## src/rtl/clk_div_prog.sv

```systemverilog
// clk_div_prog: multi-channel, run-time programmable clock divider.
// Each channel produces a 50% duty square wave (period 2*D) and a one-cycle
// tick on every toggle. New divisors arrive through a valid/ready port, wait
// in a per-channel shadow register, and take effect only at a wrap edge. This
// keeps every pulse on clk_out full length.
// Optional feature: define CLK_DIV_SYNC_EN to add the sync_req input. sync_req
// restarts all running channels together, so their phases line up.
module clk_div_prog #(
    parameter int N_CH        = 4,
    parameter int CNT_W       = 32,
    parameter int DEFAULT_DIV = 2,
    localparam int CH_W       = (N_CH > 1) ? $clog2(N_CH) : 1
) (
    input  logic             clk,
    input  logic             rst_n,
    input  logic [N_CH-1:0]  en,
`ifdef CLK_DIV_SYNC_EN
    input  logic             sync_req,
`endif
    input  logic             cfg_valid,
    output logic             cfg_ready,
    input  logic [CH_W-1:0]  cfg_ch,
    input  logic [CNT_W-1:0] cfg_div,
    output logic [N_CH-1:0]  clk_out,
    output logic [N_CH-1:0]  tick,
    output logic [N_CH-1:0]  pend
);

    logic [CNT_W-1:0] div_q    [N_CH];
    logic [CNT_W-1:0] cnt_q    [N_CH];
    logic [CNT_W-1:0] shadow_q [N_CH];
    logic [N_CH-1:0]  accept;
    logic             sync_now;

`ifdef CLK_DIV_SYNC_EN
    assign sync_now = sync_req;
`else
    assign sync_now = 1'b0;
`endif

    // Ready follows the pending flag of the addressed channel; out-of-range channels are always ready (dropped)
    always_comb begin
        cfg_ready = 1'b1;
        for (int i = 0; i < N_CH; i++) begin
            if (cfg_ch == CH_W'(i)) begin
                cfg_ready = ~pend[i];
            end
        end
    end

    // Per-channel handshake completion; a request to a channel with an update in flight is held off by cfg_ready
    always_comb begin
        accept = '0;
        for (int i = 0; i < N_CH; i++) begin
            accept[i] = cfg_valid & cfg_ready & (cfg_ch == CH_W'(i));
        end
    end

    // Counter, output toggle, and shadow-to-active divisor transfer for every channel
    always_ff @(posedge clk) begin
        if (!rst_n) begin
            for (int i = 0; i < N_CH; i++) begin
                div_q[i]    <= CNT_W'(DEFAULT_DIV);
                cnt_q[i]    <= '0;
                shadow_q[i] <= CNT_W'(DEFAULT_DIV);
            end
            clk_out <= '0;
            tick    <= '0;
            pend    <= '0;
        end else begin
            for (int i = 0; i < N_CH; i++) begin
                if (!en[i]) begin
                    // Idle channel: nothing is in flight, so a pending divisor can be taken at once
                    cnt_q[i]   <= '0;
                    clk_out[i] <= 1'b0;
                    tick[i]    <= 1'b0;
                    if (pend[i]) begin
                        div_q[i] <= shadow_q[i];
                        pend[i]  <= 1'b0;
                    end
                end else if (div_q[i] == '0) begin
                    // Halted: clk_out keeps its level until a non-zero divisor arrives
                    cnt_q[i] <= '0;
                    tick[i]  <= 1'b0;
                    if (pend[i]) begin
                        div_q[i] <= shadow_q[i];
                        pend[i]  <= 1'b0;
                    end
                end else if (sync_now) begin
                    cnt_q[i]   <= '0;
                    clk_out[i] <= 1'b0;
                    tick[i]    <= 1'b0;
                    if (pend[i]) begin
                        div_q[i] <= shadow_q[i];
                        pend[i]  <= 1'b0;
                    end
                end else if (cnt_q[i] == div_q[i] - CNT_W'(1)) begin
                    // Wrap: the half-period boundary, the only safe point to switch divisor
                    cnt_q[i]   <= '0;
                    clk_out[i] <= ~clk_out[i];
                    tick[i]    <= 1'b1;
                    if (pend[i]) begin
                        div_q[i] <= shadow_q[i];
                        pend[i]  <= 1'b0;
                    end
                end else begin
                    cnt_q[i] <= cnt_q[i] + CNT_W'(1);
                    tick[i]  <= 1'b0;
                end

                // Accept and apply cannot coincide: accept needs pend low, apply needs pend high
                if (accept[i]) begin
                    shadow_q[i] <= cfg_div;
                    pend[i]     <= 1'b1;
                end
            end
        end
    end

endmodule

```

## config.mk

```make
export PLATFORM = sky130hd
export DESIGN_NAME = clk_div_prog
export DESIGN_NICKNAME = d
export VERILOG_FILES = /design/src/rtl/clk_div_prog.sv
export SDC_FILE = /design/constraint.sdc
export NUM_CORES = 1
export LEC_CHECK = 0
export BUFFER_PORTS_ARGS = -buffer_cell sky130_fd_sc_hd__buf_2
export CAP_MARGIN = 20
export CORE_MARGIN = 2
export CORE_UTILIZATION = 63
export CTS_CLUSTER_SIZE = 12
export DETAILED_ROUTE_END_ITERATION = 10
export HOLD_SLACK_MARGIN = 0.02
export PLACE_DENSITY = 0.85
export REMOVE_ABC_BUFFERS = 1
export SYNTH_ARGS = -nofsm -noshare
export SYNTH_HDL_FRONTEND = slang
export SYNTH_SLANG_ARGS = --single-unit
export TNS_END_PERCENT = 20
```

## constraint.sdc

```tcl
create_clock -name clk -period 7.6 [get_ports clk]
set_input_delay 1.14 -clock clk [delete_from_list [all_inputs] [get_ports clk]]
set_output_delay 1.14 -clock clk [all_outputs]
set_load 0.01 [all_outputs]
```

# After elaboration in Yosys (flattened, before gate mapping)
# Memories as Yosys holds them, arrays and structs flattened.
# Index checks and enable logic that the tools add are counted.
dict set report word_totals {
  register_bits 12
  ramBits 384
  inputBits 41
  output_inout_bits 13
  elab_cells 278
  mem_count 3
}
# memory words width read_ports rd_clocked_by_memory_dff wr line_no
set memory_table {}
lappend memory_table {cnt_q 4 32 4 0 4 30} ;# logic [CNT_W-1:0] cnt_q [N_CH];
lappend memory_table {div_q 4 32 4 0 4 29} ;# logic [CNT_W-1:0] div_q [N_CH];
lappend memory_table {shadow_q 4 32 4 0 4 31} ;# logic [CNT_W-1:0] shadow_q [N_CH];
dict set report op_classes {
  add_sub_neg 8
  eq_ne 11
  n_mux 185
  n_bitwise 49
  reduce_logical 13
}
# operator n
set ops {}
lappend ops {{32-bit two-way mux} 32}
lappend ops {{1-bit two-way mux} 153}
lappend ops {{32-bit by 1-bit adder with 32-bit output, second input constant} 4}
lappend ops {{32-bit equality test} 4}
lappend ops {{32-bit zero test} 4}
lappend ops {{32-bit by 1-bit subtractor with 32-bit output, second input constant} 4}
lappend ops {{1-bit OR} 32}
lappend ops {{4-bit by 1-bit inequality test with 1-bit output, second input constant} 4}
lappend ops {{2-bit AND reduction} 8}
lappend ops {{1-bit NOT} 12}
lappend ops {{1-bit AND} 5}
lappend ops {{2-bit equality test, second input constant} 2}
lappend ops {{2-bit by 1-bit equality test with 1-bit output, second input constant} 1}
lappend ops {{2-bit zero test} 1}

# Longest topological paths before layout
# Gate-level depths: netlist (run 1).
dict set report depth {
  ltp_word 11
  ltp_mapped 13
  ltp_nobuf 10
}

# Worst setup path before layout (run 1)
# OpenSTA, ideal clock, no wires.
dict set report synth_path {
  path_kind {flip-flop to flip-flop}
  from {memory div_q[1][8]}
  to {memory div_q[1][0], enable pin}
  setup_time_ns 0.470
  arrival_time_ns 5.227
  t_required_ns 7.130
  path_slack_ns 1.903
  stages_incl_launch_ff 10
  path_buffers 1
  period_less_slack_ns 5.697
  path_cell_list {edfxtp_1 > or4_4 > or3_1 > clkbuf_1 > nor3_1 > xnor2_1 > nand4_1 > or4_1 > o21ai_2 > a21boi_0}
}
# element line_no
set synth_lines {}
lappend synth_lines {{start: declaration} 29}

==> impl_metrics.env, run 1 <==
export IMPL_area_delta_synth_final_pct=11.44
export IMPL_yosysMostFrequentCell="edfxtp_1"
export IMPL_synth_commonest_cells="edfxtp_1, nor2_1, nand2_1, xnor2_1, and2_1"
export IMPL_p_leak_uw=0.008568
export IMPL_fin_skew_ns=0.01070
export IMPL_cts_tree="yes"
export IMPL_io_pins=54
export IMPL_finalCritPeriodShare_pct=59.36
export IMPL_clk_pin_slew_ns=0.06
export IMPL_drive_gt1_share_pct=9.662
export IMPL_tightest_slew_ns=0.9184
export IMPL_grt_use_met1_pct=38.04
export IMPL_antenna_found_initial=3
export IMPL_drcViolationCount=0
export IMPL_dp_hpwl_mm=35.70
export IMPL_timing_max_cap_violations=0
export IMPL_ys_seq_area_share_pct=53.37
export IMPL_synth_avg_cell_area_um2=10.66
export IMPL_crit_type="flop to flop"
export IMPL_grt_pass1_wl_mm=79.87
export IMPL_worst_path_max_delay_cell="or4_4"
export IMPL_drv_slew=0
export IMPL_grt_pass1_vias=15410
export IMPL_grt_max_degree=37
export IMPL_cts_made_buffers=43
export IMPL_crit_required_ns=7.81
export IMPL_synth_xor_area_share_pct=11.40
export IMPL_nFillCells=2485
export IMPL_synth_simple_gate_area_share_pct=24.97
export IMPL_cp_max_fo=35
export IMPL_dr_first_iter_drc_count=1681
export IMPL_layout_nets=2266
export IMPL_cp_end_kind="flop"
export IMPL_grtUsageMet3_pct=4.773
export IMPL_drt_vias_per_instance=6.017
export IMPL_synthFlopType="edfxtp_1"
export IMPL_clockBufferDepth=3
export IMPL_netlist_area_leader_share_pct=52.28
export IMPL_cts_hold_buf=0
export IMPL_synth_top_family_by_area="simple AND/OR/NAND/NOR gates"
export IMPL_placementRows=68
export IMPL_overflow=0
export IMPL_cts_setup_buffers=0
export IMPL_grtUsageTotal_pct=28.02
export IMPL_diodes=0
export IMPL_coreArea_mm2=0.03454
export IMPL_dieArea_mm2=0.03652
export IMPL_yosysWarningCount=0
export IMPL_power_uw=5035
export IMPL_synth_fa_ha_area_share_pct=0.4538
export IMPL_path_common_cell="buf_4"
export IMPL_cts_resized=0
export IMPL_outcome="finished, final reports clean"
export IMPL_post_synth_num_cell_types=85
export IMPL_firstDrtPassIters=5
export IMPL_synth_compound_area_share_pct=6.547
export IMPL_hold_path_class="flop to flop"
export IMPL_tns_ns=0
export IMPL_rsz0062_at_grt="false"
export IMPL_relSlewSlack_pct=38.77
export IMPL_via_count=16250
export IMPL_cts_root_buf="clkbuf_16"
export IMPL_htree_num_levels=2
export IMPL_dieHeight_um=191.1
export IMPL_async_flop_share_pct=0
export IMPL_netlist_area_mm2=0.02205
export IMPL_wl_per_cell_um=18.76
export IMPL_die_w_um=191.1
export IMPL_fin_crit_ns=4.512
export IMPL_use_met2_pct=45.35
export IMPL_finalWeightedCongestion=0.9158
export IMPL_synth_largest_area_cell="edfxtp_1"
export IMPL_cts_sinks=396
export IMPL_ys_seq_elements=396
export IMPL_ys_top_cells_by_area="edfxtp_1, xnor2_1, xor2_1"
export IMPL_max_freq_ghz=0.2217
export IMPL_crit_path_max_incr_delay_ns=0.57
export IMPL_detail_route_antenna_nets=0
export IMPL_routed_wl_mm=50.67
export IMPL_start_kind="flop"
export IMPL_cp_cell_sequence="inv_1, ha_1, nor4b_4, nand3_2, or4_1, a22o_1, nand4b_1, or4_4, o31a_2, buf_4, a21oi_2, buf_4"
export IMPL_io_buffers=53
export IMPL_top_usage_layer="met2"
export IMPL_start_util_pct=63.85
export IMPL_p_per_area_mw_per_mm2=204.9
export IMPL_peakVddDrop_mv=0.2141
export IMPL_synth_edff_count=384
export IMPL_clock_latency_ns=0.56
export IMPL_netlist_instances=2068
export IMPL_setup_viol=0
export IMPL_hold_viol_final=0
export IMPL_crit_arrival_ns=4.72
export IMPL_synth_area_mux_share_pct=0.6127
==> flip-flops by register name, indices dropped and copies added, names as in the netlist <==
register,count
clk_out,4
shadow_q,128
div_q,128
pend,4
tick,4
cnt_q,128
==> through the flow <==
stage	util, %	hold WS [ns]	cell area (um2)	instances	worst slack, ns
global route	71.15	0.5309	24580	2701	2.744
detailed placement	67.15	0.4934	23200	2625	3.139
floorplan	-	0.4817	22100	2095	1.308
finish	71.15	0.5050	24580	2701	3.088
global placement	67.07	0.4819	23170	2624	3.232
CTS	71.03	0.5087	24530	2699	3.118
==> layer usage <==
metal  up-vias  share of wire [%]  wire (um)
met5         -                  0          0
met4         0                3.5       1757
met1      7773                 42      21090
li1       7692                  -          -
met3       129                7.6       3834
met2       657                 47      23990
==> cell families (layout without fill, tap and decap cells) <==
logic type,count (synthesis),count (layout)
flops,396,396
fa+ha+maj,8,8
buf+inv,139,190
compound gates,205,205
mux,12,12
xor+xnor,287,287
other cells,1,128
simple gates,1020,1020
==> critical path: cells and delay by family (launching register included) <==
family                   cells  cell delay [ns]
buffers and inverters        3             0.79
AO/OA/AOI/OAI                3             0.73
flip-flops                   1             0.47
adder cells (fa/ha/maj)      1             0.30
AND/OR/NAND/NOR              5             1.83
==> power by group <==
part	internal (uW)	switching [uW]	leakage, uW	total, uW
Sequential	2520	121	0.00402	2640
Combinational	149	241	0.00389	391
Clock	1170	836	0.000660	2000
==> layout by cell type (no fill, tap or decap), types with 43 or more instances in the layout <==
cell type  count
a21oi_1       59
xnor2_1      153
nor2_1       184
clkbuf_16     45
nand4_1       48
and3_1        66
nand2_1      181
buf_2         53
xor2_1       134
and2_1       139
nor4_1        43
nand3_1       74
edfxtp_1     384
nor3_1       115
conb_1       128
==> area by class of cell <==
class | instances | area, um2 | share of cell area [%]
Sequential cell | 396 | 11770 | 47.90
Multi-Input combinational cell | 1660 | 10260 | 41.74
Clock buffer | 61 | 1246 | 5.071
Clock inverter | 13 | 92.59 | 0.3767
Inverter | 39 | 146.4 | 0.5956
Timing Repair Buffer | 77 | 493.0 | 2.006
Tap cell | 455 | 569.3 | 2.316
==> final timing paths <==
kind                                  start           end  slack [ns]  depth (start not counted)
worst max-delay path            div_q[2][0]  div_q[2][30]        3.09                         12
worst min-delay path             clk_out[2]    clk_out[2]        0.51                          2
worst max register to register  div_q[2][0]  div_q[2][30]        3.09                         12
worst min register to register   clk_out[2]    clk_out[2]        0.51                          2
Note: power is estimated with default switching activity, not from simulation.
==> run 2, diff against run 1 <==
==> constraint.sdc (replaced) <==
create_clock -name clk -period 4.2 [get_ports clk]
set_input_delay 0.63 -clock clk [delete_from_list [all_inputs] [get_ports clk]]
set_output_delay 0.63 -clock clk [all_outputs]
set_load 0.01 [all_outputs]
==> run 2 against run 1 <==
Effect of this change:
- sequential share of layout area is 0.32 points lower
- hold slack worse by 0.16 ns
- cell count is 0.63% higher
- critical path type unchanged
- highest routed layer is now met5
- die area stayed put
- first-iteration DRC count is 6.0% higher
- combinational power is 85% higher
- clock power is 83% higher
- total power is 82% higher
- largest cell class unchanged
- worst setup slack worse by 2.9 ns
==> impl_metrics.env, run 2 (synthesized netlist as in run 1, its figures left out) <==
export IMPL_timing_max_cap_violations=0
export IMPL_diodes=0
export IMPL_drv_slew=0
export IMPL_dp_hpwl_mm=36.66
export IMPL_hold_path_class="primary input to flop"
export IMPL_use_met2_pct=46.81
export IMPL_dieHeight_um=191.1
export IMPL_coreArea_mm2=0.03454
export IMPL_firstDrtPassIters=5
export IMPL_clockBufferDepth=3
export IMPL_whs_ns=0.3402
export IMPL_dieArea_mm2=0.03652
export IMPL_finalWeightedCongestion=0.9209
export IMPL_path_depth=12
export IMPL_crit_path_max_incr_delay_ns=0.58
export IMPL_nFillCells=2476
export IMPL_grtUsageMet3_pct=5.563
export IMPL_tns_ns=0
export IMPL_io_buffers=53
export IMPL_cp_cell_sequence="inv_1, ha_1, nor4b_4, nand3_2, buf_4, xnor2_1, nor4_1, nand4_1, or4_4, o31a_2, buf_4, a211o_1"
export IMPL_start_kind="flop"
export IMPL_grt_pass1_vias=15810
export IMPL_reg_top3="cnt_q: 128 flops, div_q: 128 flops, shadow_q: 128 flops"
export IMPL_p_leak_uw=0.008660
export IMPL_finalCritPeriodShare_pct=95.20
export IMPL_p_per_area_mw_per_mm2=370.1
export IMPL_via_count=16320
export IMPL_cts_hold_buf=0
export IMPL_crit_arrival_ns=4.30
export IMPL_cts_tree="yes"
export IMPL_area_delta_synth_final_pct=12.18
export IMPL_wl_per_cell_um=18.97
export IMPL_routed_wl_mm=51.57
export IMPL_layout_nets=2280
export IMPL_drcViolationCount=0
export IMPL_relSlewSlack_pct=32.13
export IMPL_dpl_cell_count=2641
export IMPL_path_common_cell="buf_4"
export IMPL_drt_vias_per_instance=6.003
export IMPL_drive_gt1_share_pct=10.12
export IMPL_grtUsageTotal_pct=28.85
export IMPL_worst_path_max_delay_cell="or4_4"
export IMPL_tightest_slew_ns=1.018
export IMPL_start_util_pct=63.85
export IMPL_rsz0062_at_grt="false"
export IMPL_htree_num_levels=2
export IMPL_outcome="finished, final reports clean"
export IMPL_antenna_found_initial=3
export IMPL_clk_pin_slew_ns=0.06
export IMPL_final_cell_mix="edfxtp_1, nor2_1, nand2_1, xnor2_1, and2_1"
export IMPL_hold_viol_final=0
export IMPL_cts_root_buf="clkbuf_16"
export IMPL_cts_made_buffers=42
export IMPL_crit_type="flop to flop"
export IMPL_fin_crit_ns=3.998
export IMPL_clock_latency_ns=0.56
export IMPL_die_w_um=191.1
export IMPL_max_freq_ghz=0.2501
export IMPL_dr_first_iter_drc_count=1782
export IMPL_min_path_cells=3
export IMPL_cpLargestDelayFamily="simple AND/OR/NAND/NOR gates"
export IMPL_crit_required_ns=4.50
export IMPL_cts_sinks=396
export IMPL_io_pins=54
export IMPL_overflow=0
export IMPL_cp_max_fo=16
export IMPL_fin_skew_ns=0.01865
export IMPL_grt_use_met1_pct=38.86
export IMPL_detail_route_antenna_nets=0
export IMPL_dp_slack_ns=0.2358
export IMPL_rr_worst_depth=12
export IMPL_final_cell_count_no_fill=2718
export IMPL_peakVddDrop_mv=0.4168
export IMPL_placementRows=68
export IMPL_cp_end_kind="flop"
export IMPL_top_usage_layer="met2"
export IMPL_setup_viol=0
export IMPL_grt_max_degree=35
export IMPL_layout_commonest_cell="edfxtp_1"
export IMPL_fin_ws_ns=0.2017
export IMPL_crit_buf_inv=3
export IMPL_grt_pass1_wl_mm=82.50
==> run 2: cell count changes in the layout (fill, tap and decap cells not counted), sizes merged <==
cell and change:
clkinv -7, buf +15, clkbuf +8, clkinvlp +1
==> run 2: per-stage QoR <==
step	util, %	total power (uW)	area [um2]
floorplan	-	5269	22100
global placement	67.59	5526	23350
detailed placement	67.59	5552	23350
CTS	71.52	9176	24700
global route	71.62	9421	24740
finish	71.62	9158	24740
==> run 2: path summary, 6_finish.rpt <==
| kind | from | to | slack [ns] |
|---|---|---|---|
| setup reg to reg | div_q[2][0] | div_q[2][1] | 0.20 |
| setup / recovery | div_q[2][0] | div_q[2][1] | 0.20 |
| hold / removal | en[3] | clk_out[3] | 0.34 |
| hold reg to reg | shadow_q[0][27] | div_q[0][27] | 0.53 |
==> run 2: timing repair <==
item,CTS,global route
setup buffers,0,0
endpoints found under the setup margin,0,21
gates resized for setup,0,1
==> run 2: cell type report <==
| type | count | area, um2 | share of cell area (%) |
|---|---|---|---|
| Tap cell | 455 | 569.3 | 2.301 |
| Multi-Input combinational cell | 1660 | 10270 | 41.50 |
| Clock inverter | 7 | 62.56 | 0.2529 |
| Sequential cell | 396 | 11770 | 47.58 |
| Clock buffer | 69 | 1296 | 5.239 |
| Timing Repair Buffer | 92 | 628.1 | 2.539 |
| Inverter | 39 | 146.4 | 0.5917 |
==> run 2: worst min-delay path, cell delays in order <==
cell,delay [ns]
buf_2,0.11
nand2_1,0.07
a21oi_1,0.04
==> run 2: report_power, final <==
part           total, uW  internal, uW  switching, uW
Clock               3660          2160           1490
Sequential          4780          4560            223
Combinational        724           283            440
==> run 2: per-layer routing <==
metal / up-vias / wire length [um]
met2: 684 / 24420
li1: 7717 / -
met3: 136 / 4418
met4: 2 / 1686
met5: - / 13
met1: 7776 / 21030
==> run 3, diff against run 2 <==
--- a/config.mk
+++ b/config.mk
@@ -12,7 +12,7 @@
 export CTS_CLUSTER_SIZE = 12
 export DETAILED_ROUTE_END_ITERATION = 10
 export HOLD_SLACK_MARGIN = 0.02
-export PLACE_DENSITY = 0.85
+export PLACE_DENSITY = 0.76
 export REMOVE_ABC_BUFFERS = 1
 export SYNTH_ARGS = -nofsm -noshare
 export SYNTH_HDL_FRONTEND = slang
==> run 3 against run 2 <==
Effect of this change:
- clock power barely moved
- global-route usage fell by 0.13 points
- die area did not move
- clock skew rose by 0.010 ns
- worst setup slack improved by 0.013 ns
- first-iteration DRC count fell by 30%
==> impl_metrics.env, run 3 (synthesized netlist as in run 1, its figures left out) <==
export IMPL_cts_sinks=396
export IMPL_antenna_found_initial=4
export IMPL_start_util_pct=63.85
export IMPL_timing_max_cap_violations=0
export IMPL_reg_top3="cnt_q: 128 flops, div_q: 128 flops, shadow_q: 128 flops"
export IMPL_final_cell_mix="edfxtp_1, nor2_1, nand2_1, xnor2_1, and2_1"
export IMPL_io_pins=54
export IMPL_peakVddDrop_mv=0.3767
export IMPL_rsz0062_at_grt="false"
export IMPL_cts_resized=0
export IMPL_placementRows=68
export IMPL_layout_commonest_cell="edfxtp_1"
export IMPL_dieHeight_um=191.1
export IMPL_coreArea_mm2=0.03454
export IMPL_p_seq_share_pct=52.1
export IMPL_dr_first_iter_drc_count=1246
export IMPL_reg2reg_to="div_q[3][6]"
export IMPL_die_w_um=191.1
export IMPL_drv_slew=0
export IMPL_crit_path_max_incr_delay_ns=0.60
export IMPL_clock_power_share_pct=40.1
export IMPL_cts_root_buf="clkbuf_16"
export IMPL_diodes=0
export IMPL_setup_viol=0
export IMPL_combPwrFrac_pct=7.9
export IMPL_p_leak_uw=0.008674
export IMPL_p_per_area_mw_per_mm2=370.2
export IMPL_crit_required_ns=4.47
export IMPL_cp_cell_sequence="or3_1, nor4_4, a21oi_1, a2111oi_0, and4_1, nand4_1, or3_1, a21oi_2, buf_12"
export IMPL_clk_pin_slew_ns=0.06
export IMPL_tightest_slew_ns=0.9060
export IMPL_via_count=16060
export IMPL_grtUsageTotal_pct=28.72
export IMPL_clock_latency_ns=0.58
export IMPL_outcome="finished, final reports clean"
export IMPL_cts_tree="yes"
export IMPL_finalWeightedCongestion=0.8912
export IMPL_dp_hpwl_mm=36.55
export IMPL_firstDrtPassIters=5
export IMPL_timing_rr_start="div_q[3][2]"
export IMPL_path_common_cell="or3_1"
export IMPL_whs_ns=0.3030
export IMPL_cts_hold_buf=0
export IMPL_nFillCells=2504
export IMPL_clockBufferDepth=3
export IMPL_drcViolationCount=0
export IMPL_switching_share_pct=23.88
export IMPL_io_buffers=53
export IMPL_cp_end_kind="flop"
export IMPL_power_uw=9174
export IMPL_fin_crit_ns=3.986
export IMPL_switchingPower_uw=2191
export IMPL_start_kind="flop"
export IMPL_final_area_mm2=0.02478
export IMPL_p_int_uw=6983
export IMPL_dp_slack_ns=0.1864
export IMPL_hold_path_class="primary input to flop"
export IMPL_crit_type="flop to flop"
export IMPL_routed_wl_mm=51.20
export IMPL_drt_vias_per_instance=5.897
export IMPL_detail_route_antenna_nets=0
export IMPL_cts_setup_buffers=0
export IMPL_crit_arrival_ns=4.26
export IMPL_relSlewSlack_pct=39.60
export IMPL_cts_made_buffers=43
export IMPL_overflow=0
export IMPL_fin_skew_ns=0.02900
export IMPL_whs_endpoint="clk_out[3]"
export IMPL_dpl_instance_area_mm2=0.02337
export IMPL_wl_per_cell_um=18.80
export IMPL_htree_num_levels=2
export IMPL_worst_path_max_delay_cell="or3_1"
export IMPL_grt_pass1_wl_mm=81.90
export IMPL_hp_start="en[3]"
export IMPL_area_delta_synth_final_pct=12.36
export IMPL_cp_max_fo=32
export IMPL_rr_worst_depth=9
export IMPL_grt_max_degree=35
export IMPL_dieArea_mm2=0.03652
export IMPL_fin_ws_ns=0.2144
export IMPL_grt_pass1_vias=15600
export IMPL_finalCritPeriodShare_pct=94.89
export IMPL_layout_nets=2285
export IMPL_rrSetupSlack_ns=0.21
export IMPL_hold_viol_final=0
export IMPL_max_freq_ghz=0.2509
export IMPL_utilization_pct=71.74
export IMPL_drive_gt1_share_pct=10.41
export IMPL_min_path_cells=3
-- run 3: changes by cell type in the layout (fill, tap and decap cells not counted), sizes merged --
cell and change:
clkinvlp -1, clkbuf -6, bufinv +1, inv +2, clkinv +5, buf +4
-- run 3: stage by stage --
step | TNS (ns) | cells
finish | 0 | 2723
global route | 0 | 2723
CTS | 0 | 2721
detailed placement | 0 | 2644
global placement | 0 | 2644
floorplan | -155.08 | 2095
-- run 3: power by group through the flow --
| stage | sequential [uW] | combinational (uW) | clock [uW] |
|---|---|---|---|
| finish | 4780 | 721 | 3680 |
| CTS | 4770 | 707 | 3730 |
| floorplan | 4780 | 485 | 0 |
| global route | 4800 | 796 | 3860 |
| detailed placement | 4850 | 701 | 0 |
| global placement | 4840 | 687 | 0 |
-- run 3: worst max path at each step --
stage / to / slack, ns / start / depth (start not counted)
finish: div_q[3][6] / 0.21 / div_q[3][2] / 9
global route: cnt_q[2][1] / 0.02 / div_q[2][0] / 11
CTS: cnt_q[2][1] / 0.17 / div_q[2][0] / 11
detailed placement: cnt_q[2][1] / 0.19 / div_q[2][0] / 11
global placement: div_q[0][0] / 0.27 / div_q[0][0] / 11
floorplan: div_q[1][0] / -2.09 / div_q[1][8] / 8
-- run 3: critical path: cells and delay by family (launching register included) --
kind / cells / cell delay, ns
and+or+nand+nor: 5 / 2.12
AOI/OAI and AO/OA: 3 / 0.82
DFF: 1 / 0.50
buffers and inverters: 1 / 0.23
-- run 3: metal layers --
layer	global-route usage, %	vias to the layer above	part of all wire [%]
li1	-	7737	-
met1	38.70	7670	43
met2	46.47	528	46
met3	6.022	123	7.5
met4	9.911	0	3.1
met5	0	-	0
-- run 3: area by class of cell --
type / instances / area, um2 / area share [%]
flip-flops and latches: 396 / 11770 / 47.50
multi-input cells: 1660 / 10270 / 41.43
clock buffers: 63 / 1222 / 4.933
repair buffers: 96 / 665.6 / 2.686
well taps: 455 / 569.3 / 2.297
inverters: 39 / 146.4 / 0.5907
clock inverters: 14 / 138.9 / 0.5604
